`src/rtl/stream_pkg.sv`:
```
// -----------------------------------------------------------------------------
// stream_pkg
//   Helpers shared by the valid/ready stream width converters.
//   - cnt_width(ratio)  : bits needed to hold a lane count 0..ratio
//   - lane_width(ratio) : bits needed to index ratio lanes (at least 1)
//   - lane_idx_t        : lane index wide enough for the largest legal ratio
// -----------------------------------------------------------------------------
package stream_pkg;

  localparam int MAX_RATIO = 64;

  typedef logic [$clog2(MAX_RATIO)-1:0] lane_idx_t;

  function automatic int cnt_width(input int ratio);
    return $clog2(ratio + 1);
  endfunction

  function automatic int lane_width(input int ratio);
    return (ratio > 1) ? $clog2(ratio) : 1;
  endfunction

endpackage

```
`src/rtl/stream_packer_if.sv`:
```
// -----------------------------------------------------------------------------
// stream_packer_if
//   Narrow input stream plus wide output stream of the stream_packer.
//   Parameters: BITS (input word width), RATIO (input words per output word).
//   Signals:
//     s_value/s_valid/s_ready   narrow input handshake
//     m_value/m_valid/m_ready   wide output handshake, m_count valid lanes
//     s_last/m_last             packet end flags, present only when
//                               STREAM_PACKER_LAST_EN is defined
//   Modports:
//     slave  : the packer's view (consumes s_*, produces m_*)
//     master : the environment's view (produces s_*, consumes m_*)
// -----------------------------------------------------------------------------
interface stream_packer_if
  import stream_pkg::*;
#(
  parameter int BITS  = 8,
  parameter int RATIO = 4
) ();

  localparam int CNTW = cnt_width(RATIO);

  logic [BITS-1:0]       s_value;
  logic                  s_valid;
  logic                  s_ready;
  logic [BITS*RATIO-1:0] m_value;
  logic                  m_valid;
  logic                  m_ready;
  logic [CNTW-1:0]       m_count;
`ifdef STREAM_PACKER_LAST_EN
  logic                  s_last;
  logic                  m_last;
`endif

  modport slave (
    input  s_value, s_valid, m_ready,
`ifdef STREAM_PACKER_LAST_EN
    input  s_last,
    output m_last,
`endif
    output s_ready, m_value, m_valid, m_count
  );

  modport master (
    output s_value, s_valid, m_ready,
`ifdef STREAM_PACKER_LAST_EN
    output s_last,
    input  m_last,
`endif
    input  s_ready, m_value, m_valid, m_count
  );

endinterface

```
`src/rtl/stream_out_reg.sv`:
```
// -----------------------------------------------------------------------------
// stream_out_reg
//   Single-entry output holding register for valid/ready streams. A load
//   captures load_data and raises valid; the word is held stable until the
//   consumer takes it (valid & ready). A load in the same cycle as a take
//   replaces the word with valid staying high.
//   Ports:
//     clock, reset_n  rising-edge clock, asynchronous active-low reset
//     load            capture load_data this cycle (caller checks space)
//     load_data       payload to capture
//     ready           consumer accepts data this cycle
//     data, valid     held payload and its valid flag
//     space           a load this cycle will not overwrite an untaken word
// -----------------------------------------------------------------------------
module stream_out_reg #(
  parameter int WIDTH = 8
) (
  input  logic             clock,
  input  logic             reset_n,
  input  logic             load,
  input  logic [WIDTH-1:0] load_data,
  input  logic             ready,
  output logic [WIDTH-1:0] data,
  output logic             valid,
  output logic             space
);

  assign space = !valid || ready;

  // NOTE: flops use non-blocking assignments so every register samples
  // pre-edge values regardless of process ordering.
  always_ff @(posedge clock or negedge reset_n) begin
    if (!reset_n) begin
      data  <= '0;
      valid <= 1'b0;
    end else if (load) begin
      data  <= load_data;
      valid <= 1'b1;
    end else if (valid && ready) begin
      valid <= 1'b0;
    end
  end

endmodule

```
`src/rtl/stream_packer.sv`:
```
// -----------------------------------------------------------------------------
// stream_packer
//   Width-up converter: packs RATIO consecutive BITS-wide input words into one
//   BITS*RATIO-wide output word, first accepted word in lane 0.
//   Ports:
//     clock, reset_n  rising-edge clock, asynchronous active-low reset
//     bus             stream_packer_if.slave (s_* input, m_* output)
//   Optional feature: STREAM_PACKER_LAST_EN adds s_last/m_last; s_last ends
//   the current word early, emitting a partial word with zeroed upper lanes.
//   Filling lanes never stalls; only the word-completing input waits for the
//   output register to have space.
// -----------------------------------------------------------------------------
module stream_packer
  import stream_pkg::*;
#(
  parameter int BITS  = 8,
  parameter int RATIO = 4
) (
  input  logic           clock,
  input  logic           reset_n,
  stream_packer_if.slave bus
);

  localparam int CNTW = cnt_width(RATIO);
  localparam int LW   = lane_width(RATIO);
  localparam int DW   = BITS * RATIO;
`ifdef STREAM_PACKER_LAST_EN
  localparam int PW   = DW + CNTW + 1;
`else
  localparam int PW   = DW + CNTW;
`endif

  logic [LW-1:0]                cnt;
  lane_idx_t                    cnt_idx;
  logic [RATIO-1:0][BITS-1:0]   acc;
  logic [RATIO-1:0][BITS-1:0]   packed_word;
  logic [RATIO-1:0]             lane_we;
  logic [CNTW-1:0]              load_count;
  logic [PW-1:0]                load_data;
  logic [PW-1:0]                out_data;
  logic                         last_in;
  logic                         candidate;
  logic                         space;
  logic                         accept;
  logic                         complete;
  logic                         fill;

`ifdef STREAM_PACKER_LAST_EN
  assign last_in = bus.s_last;
`else
  assign last_in = 1'b0;
`endif

  assign cnt_idx   = lane_idx_t'(cnt);
  // The word currently presented would complete the output word if accepted.
  assign candidate = (cnt_idx == lane_idx_t'(RATIO - 1)) || last_in;
  // Independent of s_valid so upstream may wait on ready before asserting valid.
  assign bus.s_ready = !candidate || space;
  assign accept      = bus.s_valid && bus.s_ready;
  assign complete    = accept && candidate;
  assign fill        = accept && !candidate;

  // Lane write-enable decode for non-completing accepts.
  always_comb begin
    lane_we = '0;
    for (int k = 0; k < RATIO; k++) begin
      lane_we[k] = fill && (cnt_idx == lane_idx_t'(k));
    end
  end

  // Outgoing word: accumulated lanes with the current input in lane cnt.
  // Lanes above cnt are already zero because acc clears on every completion.
  // NOTE: every always_comb output gets a full default first, so no path can
  // leave it unassigned and infer a latch.
  always_comb begin
    packed_word = acc;
    for (int k = 0; k < RATIO; k++) begin
      if (cnt_idx == lane_idx_t'(k)) begin
        packed_word[k] = bus.s_value;
      end
    end
  end

  // NOTE: acc is reset rather than left undefined: its zero upper lanes are
  // emitted as-is on a short word, so stale data must never survive.
  always_ff @(posedge clock or negedge reset_n) begin
    if (!reset_n) begin
      acc <= '0;
      cnt <= '0;
    end else if (complete) begin
      acc <= '0;
      cnt <= '0;
    end else begin
      for (int k = 0; k < RATIO; k++) begin
        if (lane_we[k]) begin
          acc[k] <= bus.s_value;
        end
      end
      if (fill) begin
        cnt <= cnt + 1'b1;
      end
    end
  end

  assign load_count = CNTW'(cnt) + CNTW'(1);

`ifdef STREAM_PACKER_LAST_EN
  assign load_data  = {last_in, load_count, packed_word};
  assign bus.m_last = out_data[PW-1];
`else
  assign load_data  = {load_count, packed_word};
`endif

  stream_out_reg #(
    .WIDTH(PW)
  ) u_out_reg (
    .clock    (clock),
    .reset_n  (reset_n),
    .load     (complete),
    .load_data(load_data),
    .ready    (bus.m_ready),
    .data     (out_data),
    .valid    (bus.m_valid),
    .space    (space)
  );

  assign bus.m_value = out_data[DW-1:0];
  assign bus.m_count = out_data[DW +: CNTW];

endmodule

```
`src/flat_wrapper.sv`:
```
// flat-port wrapper written by rule: the top's interface ports become plain ports
module stream_packer_flat import stream_pkg::*;
#(
  parameter int BITS  = 8,
  parameter int RATIO = 4
)
  (clock, reset_n, bus_s_value, bus_s_valid, bus_m_ready, bus_s_ready, bus_m_value, bus_m_valid, bus_m_count);
  stream_packer_if #(.BITS(BITS), .RATIO(RATIO)) bus_i ();
  input  logic clock;
  input  logic reset_n;
  input wire logic [$bits(bus_i.s_value)-1:0] bus_s_value;
  input wire logic [$bits(bus_i.s_valid)-1:0] bus_s_valid;
  input wire logic [$bits(bus_i.m_ready)-1:0] bus_m_ready;
  output wire logic [$bits(bus_i.s_ready)-1:0] bus_s_ready;
  output wire logic [$bits(bus_i.m_value)-1:0] bus_m_value;
  output wire logic [$bits(bus_i.m_valid)-1:0] bus_m_valid;
  output wire logic [$bits(bus_i.m_count)-1:0] bus_m_count;
  assign bus_i.s_value = bus_s_value;
  assign bus_i.s_valid = bus_s_valid;
  assign bus_i.m_ready = bus_m_ready;
  assign bus_s_ready = bus_i.s_ready;
  assign bus_m_value = bus_i.m_value;
  assign bus_m_valid = bus_i.m_valid;
  assign bus_m_count = bus_i.m_count;
  stream_packer #(.BITS(BITS), .RATIO(RATIO)) u_core (.clock(clock), .reset_n(reset_n), .bus(bus_i));
endmodule
```
`config.mk`:
```
export PLATFORM = sky130hd
export DESIGN_NAME = stream_packer_flat
export DESIGN_NICKNAME = d
export VERILOG_FILES = /design/src/rtl/stream_pkg.sv /design/src/rtl/stream_packer_if.sv /design/src/rtl/stream_out_reg.sv /design/src/rtl/stream_packer.sv /design/src/flat_wrapper.sv
export SDC_FILE = /design/constraint.sdc
export NUM_CORES = 1
export LEC_CHECK = 0
export CORE_MARGIN = 5
export CORE_UTILIZATION = 31
export CTS_BUF_LIST = sky130_fd_sc_hd__clkbuf_8
export DETAILED_ROUTE_END_ITERATION = 8
export GPL_ROUTABILITY_DRIVEN = 0
export MAX_ROUTING_LAYER = met4
export PLACE_DENSITY = 0.49
export SETUP_SLACK_MARGIN = 0.3
export SYNTH_ARGS = -nofsm -noshare
export SYNTH_HDL_FRONTEND = slang
export SYNTH_HIERARCHICAL = 1
export SYNTH_SLANG_ARGS = --single-unit
```
`constraint.sdc`:
```
create_clock -name clock -period 2.25 [get_ports clock]
set_input_delay 0.225 -clock clock [delete_from_list [all_inputs] [get_ports clock]]
set_output_delay 0.225 -clock clock [all_outputs]
set_load 0.005 [all_outputs]
```
* Word level (Yosys, flattened, before mapping) *
Index checks and enable logic that the tools add are counted.

cells by class
  muxes and demuxes = 13
  reduce and logical (&&, ||, !) cells = 19
  equality and inequality tests = 3
  add/subtract/negate cells = 2

operators by type and width
  kind                   count
  $mux W8                8
  $mux W32               1
  $reduce_bool A2 Y1     6
  $logic_and A1 B1 Y1    8
  $logic_not A6 Y1       1
  $eq A2 B2 Y1 const B   2
  $mux W2                2
  $add A2 B1 Y3 const B  1
  $add A2 B1 Y2 const B  1
  $eq A2 B1 Y1 const B   1
  $logic_not A1 Y1       2
  $logic_or A1 B1 Y1     2
  $mux W1                2

word-level totals
  bits in registers = 70

* Logic depth before layout (Yosys ltp) *
  depth in word-level cells = 8
  depth in mapped cells = 7
  gate-level depth less buffers = 5

* Cells and area by module *
The synthesis kept the hierarchy.

by module, submodules not included
  module          area each (um^2)  cells an instance  instances
  stream_packer   1,899.3           176                1
  stream_out_reg  1,487.7           77                 1

* Worst setup path before layout *
Ideal clock, no wire load.

  path kind = reg-to-reg
  from = register u_core.cnt[0]
  to = register u_core.u_out_reg.data[10]
  slack = 0.593 ns
  setup time = 0.125 ns
  stages on the path, launching flop included = 8
  required time = 2.125 ns
  arrival = 1.532 ns
  cell sequence = dfrtp_1 -> ha_1 -> buf_4 -> nand3_1 -> inv_1 -> buf_6 -> buf_12 -> mux2_4

on the way
  cells in the longest elaborated chain, start to end = 5
  elaborated cells between the ends (all ways) = 7

ends and longest elaborated chain
  what                       RTL line              text
  from (decl)                stream_packer.sv:33   logic [LW-1:0] cnt;
  from (signal assigned)     stream_packer.sv:100  cnt <= cnt + 1'b1;
  $eq A2 B2 Y1 *             stream_packer.sv:56   assign candidate = (cnt_idx == lane_idx_t'(RATIO - 1)) || last_in;
  $logic_not A1 Y1           stream_packer.sv:58   assign bus.s_ready = !candidate || space;
  $logic_or A1 B1 Y1         stream_packer.sv:58
  $logic_and A1 B1 Y1        stream_packer.sv:59   assign accept = bus.s_valid && bus.s_ready;
  $logic_and A1 B1 Y1 *      stream_packer.sv:60   assign complete = accept && candidate;
  named net u_core.complete  stream_packer.sv:45   logic complete;
  to (signal assigned)       stream_out_reg.sv:37  data <= load_data;
  to (decl)                  stream_out_reg.sv:23  output logic [WIDTH-1:0] data,

Mark *: on every way through the listed nets, which the timed path passes. The rest lies on a longest branch.
A chain may end at the register's enable or synchronous reset.

* Final worst setup path *
  from = register u_core.cnt[1]
  to = output bus_s_ready

on the way
  cells in the longest elaborated chain, start to end = 3

ends and longest elaborated chain
  what                RTL line             text
  $eq A2 B2 Y1        stream_packer.sv:56
  $logic_not A1 Y1    stream_packer.sv:58
  $logic_or A1 B1 Y1  stream_packer.sv:58
  to (decl)           flat_wrapper.sv:14   output wire logic [$bits(bus_i.s_ready)-1:0] bus_s_ready;

Every way passes these cells.

==> qor.csv <==
metric,value,unit
io_buffers,48,
final_cells,448,
p_seq_share,37.6,%
via_count,2113,
cts_buffer_depth,2,
diodes,0,
synth_area_leaders,"dfrtp_1 (52%), mux2_4 (13%), o2bb2ai_1 (6.2%)",
post_dp_cell_area,3963,um2
worstPathArrival,1630,ps
startpoint,u_core/cnt[1],
cts_tree,done,
period_share,82.64,%
clk_latency,350,ps
synth_fa_ha_area_share,1.478,%
ctsRootBufferMaster,clkbuf_8,
setup_tns,0,ps
rr_startpoint,u_core/cnt[1],
wl,7607,um
setup_slack,390.5,ps
syn-num-nets,269,
async_flop_share,100.0,%
relSlewSlack,60.33,%
met1_usage,18.33,%
ys_ff_latch,70,
synth_top_area_share,51.72,%
ys_types,22,
yosysWarnings,6,
path_max_fanout,5,
cp-start-kind,register,
grt_max_degree,71,
grt.total_usage,12.96,%
synth_top_flop_cell,dfrtp_1,
first_global_vias,2209,
initial_utilization,31.38,%
ios,49,
power.static_leakage,1.901,nW
r2r_cells,5,
vdd_ir_drop_max,0.3876,mV
num_rows,38,
synth_xor_area_share,0,%
clock.fmax,537.8,MHz
utilization,38.49,%
synthSimpleGateAreaFrac,8.053,%
busiest_layer,met1,
hold_viol_final,0,
end_kind,output port,
synth-compound-area-share,15.85,%
grt_pass1_wl,12370,um
tightest_slew,595.1,ps
hpwl,4873,um
dieArea,13120,um2
clkTransAtPathRegs,70,ps
swShare,30.70,%
fin_area,4154,um2
wire_per_inst,16.98,um
crit_type,reg2out,
synth_cells,253,
fin_skew,5.860,ps
grtUsageMet2,17.62,%
pre_cts_ws,359.2,ps
yosysTopAreaCell,dfrtp_1,
setup_violations,0,
drtIter0Drc,78,
fp.dieW,114.5,um
syn_area_per_cell,13.39,um2
switchingPower,1.713,mW
slew_violations,0,
antenna_left,0,
route.detailed.drc,0,
clock-sinks,70,
required,2030,ps
cap_violations,0,
hold_path.class,in2async,
p_clk_share,16.4,%
fin_crit,1859,ps
synth_top_family_by_area,multiplexers,
layout-drive-gt1-share,23.70,%
power_density,1343,nW/um2
dp.cells,433,
core-area,10790,um2
dr.pass1.iters,5,
power_frac_comb,46.1,%
antenna_found_initial,0,
ys_seq_area_share,51.72,%
synth_area,3387,um2
grt-ovfl-total,0,
status,"finished, final reports clean",
yosys-mux-area-fraction,17.51,%
numCtsBuffers,9,
synth_edf_count,0,
die_h,114.5,um
met3_usage,3.383,%
grt_setup_unrepaired,no,
p_int,3.867,mW
cts_setup_buffers,0,
viasPerCell,4.717,
final_nets,321,
htreeDepth,3,
synthToLayoutAreaGrowth,22.64,%
-- registers in the layout, indices dropped and copies added, names as in the netlist --
register / count
u_core/u_out_reg/valid: 1
u_core/cnt: 2
u_core/acc: 32
u_core/u_out_reg/data: 35
-- Yosys cell counts, types with 2 or more instances --
cell type	instances
dfrtp_1	70
mux2_4	29
a21o_1	24
o2bb2ai_1	24
a21oi_1	23
nor2b_1	15
mux2_2	14
and2_1	11
and2b_1	9
buf_2	5
buf_4	5
buf_6	4
ha_1	4
inv_1	4
buf_12	3
a31oi_1	2
nand2b_1	2
-- final timing paths --
check | end | slack [ps]
setup / recovery | bus_s_ready | 390
hold / removal | u_core/u_out_reg/data[19] | 420
setup reg to reg | u_core/u_out_reg/data[10] | 430
hold reg to reg | u_core/acc[16] | 480
max in group asynchronous | u_core/acc[7] | 1500
min in group clock | u_core/acc[16] | 480
-- cell families (layout without fill, tap and decap cells) --
kind of cell	count (synthesis)	in the layout
AOI/OAI and AO/OA	75	75
adders and majority gates	4	4
buffers and inverters	21	76
DFF	70	70
muxes	43	43
and+or+nand+nor	40	40
-- cell type report --
class                           count  area, um2
Inverter                            4      15.01
Tap cell                          140      175.2
Timing Repair Buffer               58      578.1
Fill cell                        1070       6639
Clock inverter                      2      8.758
Multi-Input combinational cell    162       1460
Clock buffer                       12      165.2
Sequential cell                    70       1752
-- metal layers --
metal / vias up / routed length (um)
met5: - / 0
met3: 7 / 248
met1: 1053 / 3972
li1: 1014 / -
met2: 39 / 3274
met4: 0 / 112
-- metrics by stage --
stage / hold WS (ps) / total power, mW
floorplan: -70.59 / 3.758
global placement: 285.8 / 4.681
detailed placement: 289.9 / 4.712
CTS: 442.4 / 5.676
global route: 486.0 / 6.039
finish: 423.5 / 5.580
-- what timing repair did --
action	CTS	global route
resized for setup	1	2
hold buffers	1	0
endpoints found under the hold margin	70	0
pin swaps	0	0
endpoints found under the setup margin	1	20
-- cell usage in the layout (no fill, tap or decap) --
| cell type | count |
|---|---|
| dfrtp_1 | 70 |
| clkdlybuf4s50_1 | 47 |
| mux2_4 | 29 |
| a21o_1 | 24 |
| o2bb2ai_1 | 24 |
| a21oi_1 | 23 |
| nor2b_1 | 15 |
| mux2_2 | 14 |
| clkbuf_8 | 12 |
| and2_1 | 11 |
| and2b_1 | 9 |
| buf_4 | 7 |
| inv_1 | 4 |
| ha_2 | 3 |
| a31oi_1 | 2 |
| buf_12 | 2 |
| nand2b_1 | 2 |
| clkinv_2 | 1 |
| dlygate4sd3_1 | 1 |
| buf_2 | 1 |
| nand2b_4 | 1 |
| nand3_1 | 1 |
| inv_2 | 1 |
| nand2_4 | 1 |
| a32o_1 | 1 |
| a31o_2 | 1 |
| ha_1 | 1 |
-- power groups by stage --
| stage | sequential, mW | clock (mW) | combinational, mW |
|---|---|---|---|
| floorplan | 2.09 | 0 | 1.67 |
| global placement | 2.12 | 0 | 2.56 |
| detailed placement | 2.12 | 0 | 2.59 |
| CTS | 2.11 | 0.957 | 2.61 |
| global route | 2.18 | 1.02 | 2.84 |
| finish | 2.10 | 0.913 | 2.57 |
-- critical path: stages, from the launching register on --
cell             delay (ps)
dfrtp_1                 420
ha_2                    240
nand2b_4                110
clkdlybuf4s50_1         520
No activity file was read; power rests on OpenSTA's default activity.
